--- config.mk ---
export PLATFORM = sky130hd
export DESIGN_NAME = multicycle_processor
export DESIGN_NICKNAME = d
export VERILOG_FILES = /design/src/rtl/multicycle_processor.sv
export SDC_FILE = /design/constraint.sdc
export NUM_CORES = 2
export LEC_CHECK = 0
export CORE_UTILIZATION = 30
export CTS_CLUSTER_SIZE = 10
export DETAILED_ROUTE_END_ITERATION = 10
export HOLD_SLACK_MARGIN = 0.06
export SYNTH_ARGS = -nofsm -noshare
export SYNTH_HDL_FRONTEND = slang
export SYNTH_SLANG_ARGS = --single-unit
--- constraint.sdc ---
create_clock -name clk -period 3.3 [get_ports clk]
set_input_delay 0.495 -clock clk [delete_from_list [all_inputs] [get_ports clk]]
set_output_delay 0.495 -clock clk [all_outputs]
set_load 0.1 [all_outputs]
--- src/rtl/multicycle_processor.sv ---
// Multi-cycle MIPS-subset core: FETCH/DECODE/EXEC/MEM/WB/HALT over one shared
// req/ready memory bus, with register file, ALU, halt reporting and retire count.
module multicycle_processor #(
  parameter logic [31:0] RESET_PC = 32'h0000_0000,
  parameter int          ADDR_W   = 32,
  parameter int          CNT_W    = 32
) (
  input  logic              clk,
  input  logic              start_up,
  output logic              mem_req,
  output logic              mem_we,
  output logic [ADDR_W-1:0] mem_addr,
  output logic [31:0]       mem_wdata,
  input  logic [31:0]       mem_rdata,
  input  logic              mem_ready,
  output logic [ADDR_W-1:0] pc,
  output logic              halted,
  output logic [1:0]        halt_cause,
  output logic [CNT_W-1:0]  retired
);

  localparam logic [2:0] S_FETCH  = 3'd0;
  localparam logic [2:0] S_DECODE = 3'd1;
  localparam logic [2:0] S_EXEC   = 3'd2;
  localparam logic [2:0] S_MEM    = 3'd3;
  localparam logic [2:0] S_WB     = 3'd4;
  localparam logic [2:0] S_HALT   = 3'd5;

  localparam logic [5:0] OP_RTYPE = 6'h00;
  localparam logic [5:0] OP_J     = 6'h02;
  localparam logic [5:0] OP_BEQ   = 6'h04;
  localparam logic [5:0] OP_BNE   = 6'h05;
  localparam logic [5:0] OP_ADDI  = 6'h08;
  localparam logic [5:0] OP_ANDI  = 6'h0C;
  localparam logic [5:0] OP_ORI   = 6'h0D;
  localparam logic [5:0] OP_LW    = 6'h23;
  localparam logic [5:0] OP_SW    = 6'h2B;

  localparam logic [5:0] F_ADD = 6'h20;
  localparam logic [5:0] F_SUB = 6'h22;
  localparam logic [5:0] F_AND = 6'h24;
  localparam logic [5:0] F_OR  = 6'h25;
  localparam logic [5:0] F_SLT = 6'h2A;

  logic [2:0]        state;
  logic [31:0]       ir, a, b, alu_out, mdr;
  logic [ADDR_W-1:0] npc;
  logic [31:0]       regs [32];

  logic [5:0]  op, funct;
  logic [4:0]  rs, rt, rd, dest;
  logic [31:0] imm_s, imm_z, ea, r_result, wb_data, npc32, j_target;
  logic        legal, taken;

  assign op       = ir[31:26];
  assign rs       = ir[25:21];
  assign rt       = ir[20:16];
  assign rd       = ir[15:11];
  assign funct    = ir[5:0];
  assign imm_s    = {{16{ir[15]}}, ir[15:0]};
  assign imm_z    = {16'h0000, ir[15:0]};
  assign ea       = a + imm_s;
  assign taken    = (op == OP_BEQ) ? (a == b) : (a != b);
  assign dest     = (op == OP_RTYPE) ? rd : rt;
  assign wb_data  = (op == OP_LW) ? mdr : alu_out;
  assign npc32    = 32'(npc);
  assign j_target = {npc32[31:28], ir[25:0], 2'b00};

  // Reset gates the bus strobes directly so an in-flight request drops without a clock edge.
  assign mem_req   = start_up && (state == S_FETCH || state == S_MEM);
  assign mem_we    = start_up && (state == S_MEM) && (op == OP_SW);
  assign mem_addr  = (state == S_MEM) ? ADDR_W'(alu_out) : pc;
  assign mem_wdata = b;
  assign halted    = (state == S_HALT);

  always_comb begin
    r_result = 32'h0;
    case (funct)
      F_ADD:   r_result = a + b;
      F_SUB:   r_result = a - b;
      F_AND:   r_result = a & b;
      F_OR:    r_result = a | b;
      F_SLT:   r_result = {31'h0, $signed(a) < $signed(b)};
      default: r_result = 32'h0;
    endcase
  end

  always_comb begin
    legal = 1'b0;
    case (op)
      OP_RTYPE: legal = (funct == F_ADD) || (funct == F_SUB) || (funct == F_AND) ||
                        (funct == F_OR)  || (funct == F_SLT);
      OP_J, OP_BEQ, OP_BNE, OP_ADDI, OP_ANDI, OP_ORI, OP_LW, OP_SW: legal = 1'b1;
      default: legal = 1'b0;
    endcase
  end

  always_ff @(posedge clk or negedge start_up) begin
    if (!start_up) begin
      state      <= S_FETCH;
      pc         <= ADDR_W'(RESET_PC);
      npc        <= '0;
      ir         <= 32'h0;
      a          <= 32'h0;
      b          <= 32'h0;
      alu_out    <= 32'h0;
      mdr        <= 32'h0;
      halt_cause <= 2'b00;
      retired    <= '0;
    end else begin
      case (state)
        S_FETCH: begin
          if (mem_ready) begin
            ir    <= mem_rdata;
            npc   <= pc + ADDR_W'(4);
            state <= S_DECODE;
          end
        end
        S_DECODE: begin
          a <= regs[rs];
          b <= regs[rt];
          if (ir == 32'hFFFF_FFFF) begin
            halt_cause <= 2'b01;
            state      <= S_HALT;
          end else if (!legal) begin
            halt_cause <= 2'b10;
            state      <= S_HALT;
          end else if (op == OP_J) begin
            pc      <= ADDR_W'(j_target);
            retired <= retired + CNT_W'(1);
            state   <= S_FETCH;
          end else begin
            state <= S_EXEC;
          end
        end
        S_EXEC: begin
          if (op == OP_RTYPE) begin
            alu_out <= r_result;
            state   <= S_WB;
          end else if (op == OP_ADDI) begin
            alu_out <= a + imm_s;
            state   <= S_WB;
          end else if (op == OP_ANDI) begin
            alu_out <= a & imm_z;
            state   <= S_WB;
          end else if (op == OP_ORI) begin
            alu_out <= a | imm_z;
            state   <= S_WB;
          end else if (op == OP_LW || op == OP_SW) begin
            // A misaligned address never reaches the bus.
            if (ea[1:0] != 2'b00) begin
              halt_cause <= 2'b11;
              state      <= S_HALT;
            end else begin
              alu_out <= ea;
              state   <= S_MEM;
            end
          end else begin
            pc      <= taken ? npc + ADDR_W'(imm_s << 2) : npc;
            retired <= retired + CNT_W'(1);
            state   <= S_FETCH;
          end
        end
        S_MEM: begin
          if (mem_ready) begin
            if (op == OP_SW) begin
              pc      <= npc;
              retired <= retired + CNT_W'(1);
              state   <= S_FETCH;
            end else begin
              mdr   <= mem_rdata;
              state <= S_WB;
            end
          end
        end
        S_WB: begin
          pc      <= npc;
          retired <= retired + CNT_W'(1);
          state   <= S_FETCH;
        end
        S_HALT:  state <= S_HALT;
        default: state <= S_FETCH;
      endcase
    end
  end

  // Register $0 is never written, so it always reads as zero.
  always_ff @(posedge clk or negedge start_up) begin
    if (!start_up) begin
      for (int i = 0; i < 32; i++) regs[i] <= 32'h0;
    end else if (state == S_WB && dest != 5'd0) begin
      regs[dest] <= wb_data;
    end
  end

endmodule

-- Word-level counts from Yosys, hierarchy flattened
Index checks and enable logic that the tools add are counted.
- flip-flop bits (word level): 1285
- input port bits: 35
- output and inout bits: 133
- logic and storage cells: 188
- add/subtract/negate cells: 6
- magnitude comparators: 5
- equal/unequal tests: 36
- multiplexer cells: 66
- bitwise operators: 8
- reduce and logical (&&, ||, !) cells: 25
- operators with widths (operator ; count):
    32-bit 2-to-1 mux ; 34
    1024-bit bitwise mux ; 1
    32-bit binary-select mux with 5-bit select ; 2
    32-bit case mux with 4 select lines ; 2
    32-bit demux with 5-bit select ; 1
    32-bit case mux with 5 select lines ; 1
    32-bit adder ; 3
    6-bit == test, second input constant ; 7
    3-bit 2-to-1 mux ; 11
    32-bit by 1-bit adder with 32-bit output, second input constant ; 1
    32-bit by 3-bit adder with 32-bit output, second input constant ; 1
    32-bit by 16-bit bitwise AND with 32-bit output ; 1
    32-bit bitwise AND ; 1
    32-bit == test ; 1
    32-bit == test, second input constant ; 1
    32-bit less-than comparator ; 1
    32-bit inequality test ; 1
    32-bit by 16-bit bitwise OR with 32-bit output ; 1
    32-bit bitwise OR ; 1
    32-bit subtractor ; 1
    2-bit inequality test, second input constant ; 12
    6-bit by 4-bit == test with 1-bit output, second input constant ; 3
    6-bit >= comparator, second input constant ; 3
    2-bit 2-to-1 mux ; 9
    28 further kinds ; 46

-- Longest topological paths before layout
- depth after elaboration: 9
- mapped depth: 14
- gate-level depth less buffers: 13

-- Worst setup path after synthesis
OpenSTA, ideal clock, no wires.
- kind: register to output
- from: reg state[0]
- to: out mem_req
- data arrival time: 4.283 ns
- required time: 2.805 ns
- slack: -1.478 ns
- stages on the path, launching flop included: 6
- path buffers: 3
- cell sequence: dfrtp_1 -> clkbuf_1 -> clkbuf_1 -> clkbuf_1 -> nor2_1 -> nor4b_1
- longest elaborated chain between the ends: 3
- elaborated cells on any way between the ends: 4
- classes of those cells: 1 x eq/ne; 3 x reduce/logical
- ends and longest elaborated chain (what ; RTL line ; source):
    start: declaration ; 45 ; logic [2:0] state;
    start signal: assignment ; 100 ; state <= S_FETCH;
    start signal: assignment ; 116 ; state <= S_DECODE;
    start signal: assignment ; 124 ; state <= S_HALT;
    3-bit by 2-bit == test with 1-bit output / 3-bit zero test (equally long branches) ; 70 ; assign mem_req = start_up && (state == S_FETCH || state == S_MEM);
    1-bit logical OR (*) ; 70 ;
    1-bit logical AND (*) ; 70 ;
    end: declaration ; 10 ; output logic mem_req,
Every way passes the cells marked *; elsewhere a longest branch is shown, timed or not.

-- Worst setup path after layout
- from: reg b[10] (netlist: mem_wdata[10])
- to: reg alu_out[29]
- longest elaborated chain between the ends: 3
- elaborated cells on any way between the ends: 4
- classes of those cells: 2 x add/sub; 2 x mux
- ends and longest elaborated chain (what ; RTL line ; source):
    start: declaration ; 46 ; logic [31:0] ir, a, b, alu_out, mdr;
    start signal: assignment ; 121 ; b <= regs[rt];
    32-bit subtractor / 32-bit adder (equally long branches) ; 80, 79 ;
    32-bit case mux with 5 select lines (*) ; 78 ; case (funct)
    32-bit 2-to-1 mux (*) ; 137 ; if (op == OP_RTYPE) begin
    end signal: assignment ; 138 ; alu_out <= r_result;
    end signal: assignment ; 141 ; alu_out <= a + imm_s;
    end signal: assignment ; 144 ; alu_out <= a & imm_z;
    end: declaration ; 46 ;
Marked as above.
A chain may end at the register's enable or synchronous reset.

==> results.py <==
metrics = {
    "route": {
        "detailed_route_drc_error_count": 0,
        "count_of_vias_placed_by_the_detailed_router": 57800,
        "routed_wirelength_um": 260000,
        "post_drt_via_cell_ratio": 5.60,
        "firstDrtPassIters": 9,
        "dr.first_iter.drc_count": 6174,
        "ant_nets": 0,
        "routedWlPerCell_um": 25.2,
    },
    "setup_path": {
        "worst_r2r_endpoint": "alu_out[29]$_DFFE_PN0P_",
        "reg2reg_slack_ns": 0.004,
        "max_stage_delay_ns": 0.48,
        "worst-endpoint-required_ns": 4.01,
        "cp-end-kind": "flop",
        "cpLargestDelayFamily": "compound AO/OA/AOI/OAI gates",
        "crit_path_start_kind": "flop",
        "r2r.worst_path.cells": 14,
        "worstSetupPathType": "reg -> reg",
        "critical_path_peak_fanout": 4,
        "worstPathArrival_ns": 4.00,
        "crit_path_cell_trace": "inv_2 -> ha_1 -> or3_4 -> or2_1 -> o221ai_2 -> buf_4 -> a31oi_4 -> a31oi_4 -> o21ai_2 -> buf_4 -> o41ai_4 -> o32ai_1 -> o21ba_1 -> a211o_1",
        "critical_path.reg2reg.startpoint": "mem_wdata[10]$_DFFE_PN0P_",
        "timing.critical_path.depth": 14,
        "timing.critical_path.buf_inv": 3,
        "crit_path_start": "mem_wdata[10]$_DFFE_PN0P_",
        "library_cell_contributing_the_largest_single_delay_on_the_critical_path": "dfrtp_4",
        "worst_setup_path_endpoint": "alu_out[29]$_DFFE_PN0P_",
    },
    "timing": {
        "clock_skew_ns": 0.0324,
        "worstMarginPinSlew_ns": 1.00,
        "rsz0062_at_grt": "yes",
        "finalMaxSlewViolations": 0,
        "setup_violations": 0,
        "finalCriticalPeriod_ns": 3.30,
        "timing.final.crit_share_pct": 99.9,
        "timing.max_slew.rel_slack_pct": 32.9,
        "finalHoldViolations": 0,
        "max_freq_mhz": 303,
        "setup_total_negative_slack_ns": 0,
    },
    "synth": {
        "synthTopCellsByArea": "dfrtp_1, mux4_2, a21oi_1",
        "async_flop_share_pct": 100,
        "synth_top_area_cell": "dfrtp_1",
        "synth-seq-cells": 1285,
        "post_synth.cell_area_avg_um2": 10.7,
        "yosys_warnings": 0,
        "synth_flop_cell": "dfrtp_1",
        "netlist_area_mm2": 0.0725,
        "synthesis.nets": 7003,
        "synth_seq_area_share_pct": 44.3,
        "yosysTopAreaCellShare_pct": 44.3,
        "synth_cell_type_count": 94,
        "netlist_instances": 6783,
        "synth_edf_count": 0,
    },
    "status": {
        "run_status": "completed",
    },
    "power": {
        "power.leakage_nw": 36.6,
        "p_per_area_mw_per_mm2": 1060,
        "vdd_ir_drop_max_v": 0.000692,
        "finalPower_mw": 92.3,
    },
    "floorplanning": {
        "ios": 168,
        "rows": 180,
        "core_area_mm2": 0.241,
        "initial_utilization_pct": 30.2,
        "die_area_mm2": 0.244,
        "fp.dieW_um": 494,
        "die_h_um": 494,
    },
    "finish": {
        "area_growth_pct": 19.7,
        "fraction_of_final_layout_cells_with_drive_strength_greater_than_1_pct": 25.7,
        "finalCoreUtilization_pct": 36.1,
        "layout.cells.non_filler": 10300,
        "layout_common_cells": "dfrtp_1, nand2_1, nor2_1",
        "layout_commonest_cell": "dfrtp_1",
        "nNetsFinal": 7289,
    },
    "clock_tree": {
        "worst_skew_pair.late_latency_ns": 0.83,
        "cts_buffers": 153,
        "cts_root_buffer": "clkbuf_16",
        "max_root_sink_buffers": 3,
        "clk_pin_slew_ns": 0.06,
        "htree_num_levels": 4,
        "clock_sinks": 1285,
        "cts_tree": "yes",
    },
    "placement": {
        "placement.io_buffers": 167,
        "dp_hpwl_um": 178000,
        "placed_cells_incl_taps": 10100,
        "globalplace.congestion": 0.989,
    },
    "grt": {
        "grt_pass1_vias": 58000,
        "grt_pass1_wl_um": 388000,
        "grt_remaining_overflow": 0,
        "track_usage_pct": 21.2,
        "pin_count_of_the_biggest_net_entering_global_routing": 162,
        "antenna_violations_before_repair": 6,
    },
    "job": {
        "timing.max_cap.violations": 0,
    },
    "worst_hold_path": {
        "min-delay-path-class": "in -> async",
    },
}
final cells by class:
cell class | count | area [um2]
repair buffers | 755 | 7540
inverters | 134 | 510
flip-flops and latches | 1285 | 32200
fillers | 23500 | 154000
clock buffers | 193 | 4100
diodes | 1 | 2.50
multi-input cells | 4740 | 38100
well taps | 3185 | 3990
clock inverters | 21 | 302
metrics by stage:
stage,setup slack [ns],hold WS (ns),area [um2]
2_1_floorplan,0.0202,0.199,72600
3_3_place_gp,-0.240,0.376,81800
3_5_place_dp,-0.250,0.383,81800
4_1_cts,0.00192,0.210,86400
5_1_grt,-0.0770,0.269,86800
6_report,0.00355,0.259,86800
synth_stat cells, types with 26 or more instances:
library cell     n
dfrtp_1       1285
nand2_1        800
nor2_1         738
a21oi_1        712
o21ai_0        655
mux4_2         640
clkbuf_1       427
ha_1           181
inv_1          129
buf_2          112
mux2_2          85
xnor2_1         77
buf_1           73
mux2i_1         70
nand3_1         70
a31oi_1         65
nor3_1          47
xor2_1          42
a221oi_1        41
a21o_1          37
nand4_1         36
a211oi_1        29
and3_1          28
o22ai_1         26
registers in the layout, indices dropped and copies added (netlist names):
register and count:
mdr 32, mem_wdata 32, a 32, state 3, halt_cause 2, npc 32, retired 32, ir 32
pc 32, alu_out 32, regs 1024
what timing repair did:
action / CTS / global route
resized for setup: 29 / 87
hold buffers: 1 / 0
setup buffers: 0 / 9
endpoints found under the hold margin: 79 / 0
pin swaps: 6 / 34
setup endpoints to repair: 51 / 614
per-layer routing:
layer,vias to the layer above,share of wire [%],GRT usage (%)
li1,25200,-,-
met1,29400,42,28.8
met2,2590,46,33.3
met3,526,8.1,4.03
met4,4,3.9,8.12
met5,-,0.010,0
power by group:
part | internal [mW] | switching, mW | leakage (nW)
Sequential | 19.9 | 4.46 | 17.2
Clock | 8.85 | 6.88 | 2.14
Combinational | 21.7 | 30.4 | 17.3
worst min path at each step:
stage,slack (ns),cells after the start,startpoint,end
2_1_floorplan,0.20,0,start_up,a[0]$_DFFE_PN0P_
3_3_place_gp,0.38,0,regs[1012]$_DFFE_PN0P_,regs[1012]$_DFFE_PN0P_
3_5_place_dp,0.38,0,regs[1013]$_DFFE_PN0P_,regs[1013]$_DFFE_PN0P_
4_1_cts,0.21,2,start_up,regs[136]$_DFFE_PN0P_
5_1_grt,0.27,2,start_up,pc[24]$_DFFE_PN0P_
6_report,0.26,2,start_up,alu_out[1]$_DFFE_PN0P_
logic make-up (layout without fill, tap and decap cells):
kind of cell	after synthesis	count (layout)	synth area share [%]
multiplexers	798	798	22.2
AND/OR/NAND/NOR	1843	1843	10.6
buffers and inverters	758	1103	4.19
flip-flops	1285	1285	44.3
XOR/XNOR	119	119	1.44
AO/OA/AOI/OAI	1795	1795	14.0
other	0	1	0
adder cells (fa/ha/maj)	185	185	3.23
No activity file was read; power rests on OpenSTA's default activity.
